--- src/rtl/idma_burst_splitter.sv ---
// idma_burst_splitter: read-side burst legalizer.
// Takes one 1D transfer and issues a sequence of bursts. No burst crosses a page
// boundary, exceeds the per-protocol beat limit, or exceeds the optional log-length cap.
// A zero-length request produces a one-cycle BACKEND error pulse and no burst.
// Optional feature: define IDMA_BURST_SPLITTER_STATS_EN to add saturating
// counters for burst handshakes and error pulses.
//
// state   | meaning
// IDLE    | ready for a new transfer request
// SPLIT   | presenting bursts of the registered transfer
module idma_burst_splitter #(
  parameter int AddrWidth  = 64,
  parameter int DataWidth  = 64,
  parameter int TFLenWidth = 32,
  parameter int PageSize   = 4096
) (
  input  logic                  clk_i,
  input  logic                  rst_i,
  input  logic                  req_valid_i,
  output logic                  req_ready_o,
  input  logic [AddrWidth-1:0]  req_addr_i,
  input  logic [TFLenWidth-1:0] req_length_i,
  input  logic [1:0]            req_protocol_i,
  input  logic [2:0]            req_max_llen_i,
  input  logic                  req_reduce_len_i,
  output logic                  burst_valid_o,
  input  logic                  burst_ready_i,
  output logic [AddrWidth-1:0]  burst_addr_o,
  output logic [7:0]            burst_len_o,
  output logic [TFLenWidth-1:0] burst_bytes_o,
  output logic                  burst_first_o,
  output logic                  burst_last_o,
  output logic                  err_valid_o,
  output logic [1:0]            err_type_o,
  output logic                  busy_o
`ifdef IDMA_BURST_SPLITTER_STATS_EN
  ,
  output logic [31:0]           stat_bursts_o,
  output logic [15:0]           stat_errors_o
`endif
);

  localparam int StrbWidth = DataWidth / 8;
  localparam int OffBits   = $clog2(StrbWidth);

  // Internal arithmetic width: wide enough for remaining length, the largest
  // beat capacity (256 beats) and a full page, so no intermediate value overflows.
  localparam int CwLen  = TFLenWidth + 1;
  localparam int CwBeat = $clog2(256 * StrbWidth) + 2;
  localparam int CwPage = $clog2(PageSize) + 2;
  localparam int CwA    = (CwLen > CwBeat) ? CwLen : CwBeat;
  localparam int CW     = (CwA > CwPage) ? CwA : CwPage;

  localparam logic [1:0] PROT_AXI = 2'd0;
  localparam logic [1:0] ERR_BACKEND = 2'b10;

  localparam logic [0:0] S_IDLE  = 1'b0;
  localparam logic [0:0] S_SPLIT = 1'b1;

  logic [0:0]            state_q;
  logic [AddrWidth-1:0]  addr_q;
  logic [TFLenWidth-1:0] rem_q;
  logic [1:0]            prot_q;
  logic [2:0]            llen_q;
  logic                  reduce_q;
  logic                  first_q;
  logic                  err_q;

  logic [CW-1:0] off;
  logic [CW-1:0] page_off;
  logic [CW-1:0] max_beats;
  logic [CW-1:0] cap_beat;
  logic [CW-1:0] cap_page;
  logic [CW-1:0] rem_w;
  logic [CW-1:0] bytes;
  logic [CW-1:0] beats_m1;
  logic          split;
  logic          is_last;
  logic          req_hs;
  logic          burst_hs;

  assign split    = (state_q == S_SPLIT);
  assign req_hs   = req_valid_i & req_ready_o;
  assign burst_hs = burst_valid_o & burst_ready_i;

  // Burst size for the current position: the tightest of remaining bytes,
  // beat capacity and distance to the next page boundary.
  always_comb begin
    off      = CW'(addr_q & AddrWidth'(StrbWidth - 1));
    page_off = CW'(addr_q & AddrWidth'(PageSize - 1));
    rem_w    = CW'(rem_q);
    if (prot_q == PROT_AXI) begin
      // 1<<llen is at most 128, so the cap is always below the AXI limit of 256
      if (reduce_q) max_beats = CW'(1) << llen_q;
      else          max_beats = CW'(256);
    end else begin
      max_beats = CW'(1);
    end
    cap_beat = max_beats * CW'(StrbWidth) - off;
    cap_page = CW'(PageSize) - page_off;
    bytes    = rem_w;
    if (cap_beat < bytes) bytes = cap_beat;
    if (cap_page < bytes) bytes = cap_page;
    beats_m1 = (off + bytes - CW'(1)) >> OffBits;
    is_last  = (bytes == rem_w);
  end

  assign req_ready_o   = ~split;
  assign busy_o        = split;
  assign burst_valid_o = split;
  assign burst_addr_o  = addr_q;
  assign burst_len_o   = split ? beats_m1[7:0] : 8'd0;
  assign burst_bytes_o = split ? bytes[TFLenWidth-1:0] : '0;
  assign burst_first_o = split & first_q;
  assign burst_last_o  = split & is_last;
  assign err_valid_o   = err_q;
  assign err_type_o    = err_q ? ERR_BACKEND : 2'b00;

  // Transfer FSM: register a request, then walk it forward one burst per handshake.
  always_ff @(posedge clk_i) begin
    if (rst_i) begin
      state_q  <= S_IDLE;
      addr_q   <= '0;
      rem_q    <= '0;
      prot_q   <= '0;
      llen_q   <= '0;
      reduce_q <= 1'b0;
      first_q  <= 1'b0;
      err_q    <= 1'b0;
    end else begin
      err_q <= 1'b0;
      case (state_q)
        S_IDLE: begin
          if (req_hs) begin
            if (req_length_i == '0) begin
              err_q <= 1'b1;
            end else begin
              addr_q   <= req_addr_i;
              rem_q    <= req_length_i;
              prot_q   <= req_protocol_i;
              llen_q   <= req_max_llen_i;
              reduce_q <= req_reduce_len_i;
              first_q  <= 1'b1;
              state_q  <= S_SPLIT;
            end
          end
        end
        default: begin
          if (burst_hs) begin
            addr_q  <= addr_q + AddrWidth'(bytes);
            rem_q   <= rem_q - bytes[TFLenWidth-1:0];
            first_q <= 1'b0;
            if (is_last) state_q <= S_IDLE;
          end
        end
      endcase
    end
  end

`ifdef IDMA_BURST_SPLITTER_STATS_EN
  logic [31:0] stat_bursts_q;
  logic [15:0] stat_errors_q;

  // Saturating event counters for bursts issued and errors reported.
  always_ff @(posedge clk_i) begin
    if (rst_i) begin
      stat_bursts_q <= '0;
      stat_errors_q <= '0;
    end else begin
      if (burst_hs && (stat_bursts_q != '1)) stat_bursts_q <= stat_bursts_q + 32'd1;
      if (err_q && (stat_errors_q != '1))    stat_errors_q <= stat_errors_q + 16'd1;
    end
  end

  assign stat_bursts_o = stat_bursts_q;
  assign stat_errors_o = stat_errors_q;
`endif

endmodule

--- config.mk ---
export PLATFORM = sky130hd
export DESIGN_NAME = idma_burst_splitter
export DESIGN_NICKNAME = d
export VERILOG_FILES = /design/src/rtl/idma_burst_splitter.sv
export SDC_FILE = /design/constraint.sdc
export NUM_CORES = 1
export LEC_CHECK = 0
export ABC_AREA = 1
export BUFFER_PORTS_ARGS = -buffer_cell sky130_fd_sc_hd__buf_4
export CORE_AREA = 2 2 206 208
export CTS_BUF_LIST = sky130_fd_sc_hd__clkbuf_4 sky130_fd_sc_hd__clkbuf_8
export CTS_CLUSTER_SIZE = 16
export DETAILED_ROUTE_END_ITERATION = 10
export DIE_AREA = 0 0 208 210
export PLACE_DENSITY_LB_ADDON = 0.05
export SLEW_MARGIN = 20
export SYNTH_ARGS = -nofsm -noshare
export SYNTH_HDL_FRONTEND = slang
export SYNTH_SLANG_ARGS = --single-unit
--- constraint.sdc ---
create_clock -name clk_i -period 6.35 [get_ports clk_i]
set_input_delay 0.635 -clock clk_i [delete_from_list [all_inputs] [get_ports clk_i]]
set_output_delay 0.635 -clock clk_i [all_outputs]
set_load 0.1 [all_outputs]
### Word-level counts from Yosys, hierarchy flattened

Cells that the tools add are included.
Widths: inputs -> output; s select.

| word-level totals | value |
|---|---|
| output and inout port bits | 112 |
| word-level logic and storage cells | 58 |
| bits in registers | 105 |
| bits of input ports | 106 |

| cells by class | value |
|---|---|
| equal/unequal tests | 3 |
| bitwise gates (word level) | 7 |
| add/subtract/negate cells | 6 |
| multiplexer cells | 25 |
| magnitude comparators | 2 |
| shift-type cells | 1 |
| reductions and logical operators | 6 |

Operator list:

| kind | count |
|---|---|
| $mux 64 | 4 |
| $mux 32 | 5 |
| $mux 33 | 2 |
| $add 64x33->64 | 1 |
| $mux 30 | 2 |
| $eq 33x32->1 | 1 |
| $lt 33x32->1 | 1 |
| $lt 33x33->1 | 1 |
| $sub 33x3->33 | 1 |
| $logic_not 32->1 | 1 |
| $sub 32x32->32 | 1 |
| $shl 1x3->30 const A | 1 |
| $sub 13x12->14 const A | 1 |
| $add 3x11->11 | 1 |
| $sub 11x1->11 const B | 1 |
| $mux 1 | 10 |
| $mux 8 | 1 |
| $reduce_and 3->1 | 2 |
| $and 1x1->1 | 4 |
| $not 1->1 | 3 |
| $reduce_or 3->1 | 1 |
| $logic_not 2->1 | 1 |
| $mux 2 | 1 |
| $ne 2x1->1 const B | 1 |
| 2 further kinds | 2 |

### Logic depth before layout (Yosys ltp)

| logic depth | value |
|---|---|
| depth in word-level cells | 12 |
| gate-level depth with buffers | 54 |
| depth with buffers taken out | 52 |

### Worst setup path after synthesis

No wires, ideal clock.

| path | value |
|---|---|
| path kind | register to output |
| start point | register addr_q[1], in the netlist burst_addr_o[1] |
| end point | output burst_len_o[5] |
| buffers on the path | 3 |
| stages on the path, launching flop included | 47 |
| data arrival time | 8,353 ps |
| path slack | -2,638 ps |
| data required time | 5,715 ps |
| cells stage by stage | dfxtp_1 > inv_1 > ha_1 > nand2_1 > nand2_2 > a21oi_2 > o21ai_0 > o21ai_0 > ha_1 > a21o_1 > nor2_1 > nand2_1 > nand2_1 > nand3_1 > nand2_2 > nand2_2 > buf_6 > clkbuf_1 > [... 11 more ...] > o21ai_2 > inv_2 > ha_1 > inv_1 > ha_1 > nand2_1 > nand2_1 > nand2_1 > nand2_1 > nand2_1 > nand2_1 > nand2_1 > inv_1 > nor2_1 > nor2_1 > o21ai_0 > a21oi_1 > nor3_1 |

| on the way | value |
|---|---|
| word-level cells in the longest chain between the ends | 8 |
| elaborated cells between the ends (all ways) | 9 |
| classes of those cells | add/sub: 4; order compare: 2; mux: 3 |

Ends and longest elaborated chain:

| what | line | text |
|---|---|---|
| start: declaration | 61 | `logic [AddrWidth-1:0] addr_q;` |
| start signal: assignment | 138 | `addr_q <= req_addr_i;` |
| start signal: assignment | 150 | `addr_q <= addr_q + AddrWidth'(bytes);` |
| $sub 33x3->33 | 99 | `cap_beat = max_beats * CW'(StrbWidth) - off;` |
| $lt 33x32->1 | 102 | `if (cap_beat < bytes) bytes = cap_beat;` |
| $mux 33 | 102 |  |
| $lt 33x33->1 | 103 | `if (cap_page < bytes) bytes = cap_page;` |
| $mux 33 | 103 |  |
| $add 3x11->11 * | 104 | `beats_m1 = (off + bytes - CW'(1)) >> OffBits;` |
| $sub 11x1->11 * | 104 |  |
| $mux 8 * | 112 | `assign burst_len_o = split ? beats_m1[7:0] : 8'd0;` |
| end: declaration | 29 | `output logic [7:0] burst_len_o,` |

Every way passes the cells marked *; elsewhere a longest branch is shown, timed or not.

### Final worst setup path

| path | value |
|---|---|
| start point | register prot_q[1] |
| end point | output burst_len_o[6] |

| on the way | value |
|---|---|
| word-level cells in the longest chain between the ends | 10 |

Ends and longest elaborated chain:

| what | line | text |
|---|---|---|
| start: declaration | 63 | `logic [1:0] prot_q;` |
| start signal: assignment | 140 | `prot_q <= req_protocol_i;` |
| $logic_not 2->1 * | 92 | `if (prot_q == PROT_AXI) begin` |
| $mux 30 * | 92 |  |
| $sub 33x3->33 * | 99 |  |
| $lt 33x32->1 | 102 |  |
| $mux 33 * | 102 |  |
| $lt 33x33->1 | 103 |  |
| $mux 33 * | 103 |  |
| $add 3x11->11 * | 104 |  |
| $sub 11x1->11 * | 104 |  |
| $mux 8 * | 112 |  |

Marked as above.

==> results.cfg <==
[worst_setup_path]
worstSetupPathType = flop to primary output
worstPathArrival_ns = 6.06
cp.required_ns = 5.71
critPathMostFrequentCell = nand2_2
cp_slowest_cell = dfxtp_2
start_kind = flop
crit_path_max_incr_delay_ns = 0.35
worstSetupEndpointType = primary output
cp_max_fo = 7

[logic_synthesis]
synth-seq-cells = 105
netlist_area_um2 = 12200
synth_cells = 2031
synth_area_leaders = dfxtp_1 17%, nand2_1 14%, ha_1 12%, inv_1 8.9%, a21oi_1 6.9%
synth-edff-count = 0
netlist-cell-type-count = 55
synth_warnings = 0
synth_top_area_share_pct = 17.2
synth_top_cell_by_area = dfxtp_1
avgSynthCellArea_um2 = 6.03
ys_async_sr_fraction_pct = 0
synth_ff_type = dfxtp_1
yosysSeqAreaShare_pct = 17.2

[outcome]
outcome = finished, violations left
violations = negative setup slack

[clock_network]
clk_pin_slew_worst_paths_ns = 0.11
clock_path_buffers = 2
cts_sinks = 105
holdBufCountCts = 0
numCtsBuffers = 9
clock_latency_ns = 0.47
htree_levels = 3
clockRootBuffer = clkbuf_8
cts_tree = yes

[floorplanning]
start_util_pct = 29.5
num_io_pins = 218
rows = 75
design.die.area_um2 = 43700
die_y_um = 210
die_w_um = 208
core_um2 = 41500

[timing]
slew_violations = 0
period_share_pct = 105
final-hold-violation-count = 0
setup_violations = 8
worst_hold_slack_ns = 0.419
setup_tns_ns = -1.44
fin_ws_ns = -0.345
fin_skew_ns = 0.0285
fmax_mhz = 149
rsz0062_at_grt = true
maxSlewHeadroom_pct = 44.1
tightest_slew_ns = 0.838
final.min_clock_period_ns = 6.69

[drt]
first_pass_iters = 5
ant_nets = 0
avgRoutedWirePerCell_um = 18.0
avgViaCountPerCell = 4.87
wirelength_um = 53000
drc = 0
first_iter_violations = 630
vias = 14300

[place]
dp_hpwl_um = 43000
dp_slack_ns = -0.301
io_buffer_count = 197
place_area_um2 = 15500
place.gp.congestion = 0.953
dp.cells = 2891

[min_path]
min_path_type = input port to flop

[global_routing]
grt.total_usage_pct = 23.8
grt_pass1_vias = 14200
antenna_found_initial = 0
grt_pass1_wl_um = 80300
grt_max_degree = 71
overflow = 0

[cells_and_area]
drive_gt1_share_pct = 27.5
utilization_pct = 41.0
fin_nets = 2627
antenna_cells = 0
final_cells = 2940
syn2layout_area_growth_pct = 38.9
fin_area_um2 = 17000

[power_and_ir_drop]
leakage_nw = 8.26
ir_worst_vdd_mv = 0.123
total_power_mw = 5.10
power.density_nw_per_um2 = 300

[flow_run]
drv_cap = 0
critical path: cells and delay by family, from the launching register on:
kind / cells / cell delay, ns
AND/OR/NAND/NOR: 27 / 2.12
AO/OA/AOI/OAI: 9 / 1.17
adder cells (fa/ha/maj): 4 / 1.10
buffers and inverters: 8 / 0.86
flip-flops: 1 / 0.35
cell usage in the layout (no fill, tap or decap), types with 14 or more instances in the layout:
| cell | n |
|---|---|
| inv_1 | 274 |
| ha_1 | 106 |
| nand2_2 | 41 |
| nor2_2 | 15 |
| o21ai_0 | 82 |
| a21oi_1 | 149 |
| dfxtp_1 | 99 |
| buf_6 | 22 |
| xor2_1 | 21 |
| o211ai_1 | 44 |
| nand3_1 | 129 |
| a21oi_2 | 16 |
| or2_2 | 23 |
| o21ai_1 | 15 |
| buf_4 | 328 |
| nand2_1 | 397 |
| o21ai_2 | 27 |
| inv_2 | 32 |
| a31oi_1 | 19 |
| nor4_1 | 24 |
| nand3_2 | 14 |
| nand2_4 | 18 |
| nand4_1 | 25 |
| nor2_1 | 166 |
| xnor2_1 | 15 |
| conb_1 | 79 |
| nor3_1 | 28 |
layout make-up:
cell class                      count  area, um^2
Clock buffer                       10         131
Clock inverter                      5        33.8
Fill cell                        4615       24500
Inverter                          310        1170
Multi-Input combinational cell   1610        9960
Sequential cell                   105        2120
Tap cell                          539         674
Timing Repair Buffer              361        2920
sequential cells by signal (all words and copies together), names as in the netlist:
register / flops
burst_valid_o: 1
prot_q: 2
err_valid_o: 1
burst_addr_o: 64
llen_q: 3
first_q: 1
reduce_q: 1
rem_q: 32
report_power, final:
part / internal, mW / total [mW] / switching [mW] / leakage (nW)
combinational: 1.44 / 3.84 / 2.40 / 7.30
clock: 0.145 / 0.436 / 0.291 / 0.0820
sequential: 0.732 / 0.829 / 0.0965 / 0.873
total: 2.32 / 5.10 / 2.78 / 8.26
cell usage after synthesis, types with 22 or more instances:
| cell | instances |
|---|---|
| a21oi_1 | 169 |
| buf_4 | 22 |
| clkbuf_1 | 43 |
| dfxtp_1 | 105 |
| ha_1 | 122 |
| inv_1 | 290 |
| nand2_1 | 452 |
| nand3_1 | 146 |
| nand4_1 | 25 |
| nor2_1 | 181 |
| nor3_1 | 35 |
| nor4_1 | 26 |
| o211ai_1 | 44 |
| o21ai_0 | 100 |
| or2_2 | 23 |
| xor2_1 | 24 |
worst paths after layout:
path | start | to | slack [ns] | cells after the start
max | prot_q[1]$_SDFFE_PP0P_ | burst_len_o[6] | -0.34 | 48
min reg2reg | first_q$_SDFFE_PP0P_ | first_q$_SDFFE_PP0P_ | 0.48 | 2
min | req_protocol_i[0] | prot_q[0]$_SDFFE_PP0P_ | 0.42 | 3
max reg2reg | prot_q[1]$_SDFFE_PP0P_ | burst_addr_o[32]$_SDFFE_PP0P_ | -0.04 | 52
repair_timing:
action / in CTS / in global routing
hold endpoints to repair: 0 / 0
pin swaps: 40 / 56
gates cloned: 1 / 0
endpoints found under the setup margin: 33 / 82
setup buffers: 7 / 27
resized for setup: 73 / 204
routing by layer:
layer / routed length [um] / track usage (%)
met2: 27700 / 45.3
met5: 0 / 0
met4: 1600 / 6.77
met1: 22200 / 27.6
met3: 1500 / 3.16
cells by family after synthesis:
| logic type | count (synthesis) | synth area share [%] |
|---|---|---|
| xor gates and xnor gates | 45 | 3.22 |
| AOI/OAI and AO/OA | 434 | 20.9 |
| other | 2 | 0.0613 |
| adders and majority gates | 124 | 12.8 |
| and+or+nand+nor | 928 | 32.9 |
| buffers and inverters | 393 | 13.0 |
| DFF | 105 | 17.2 |
Power figures use the tool's default switching activity.
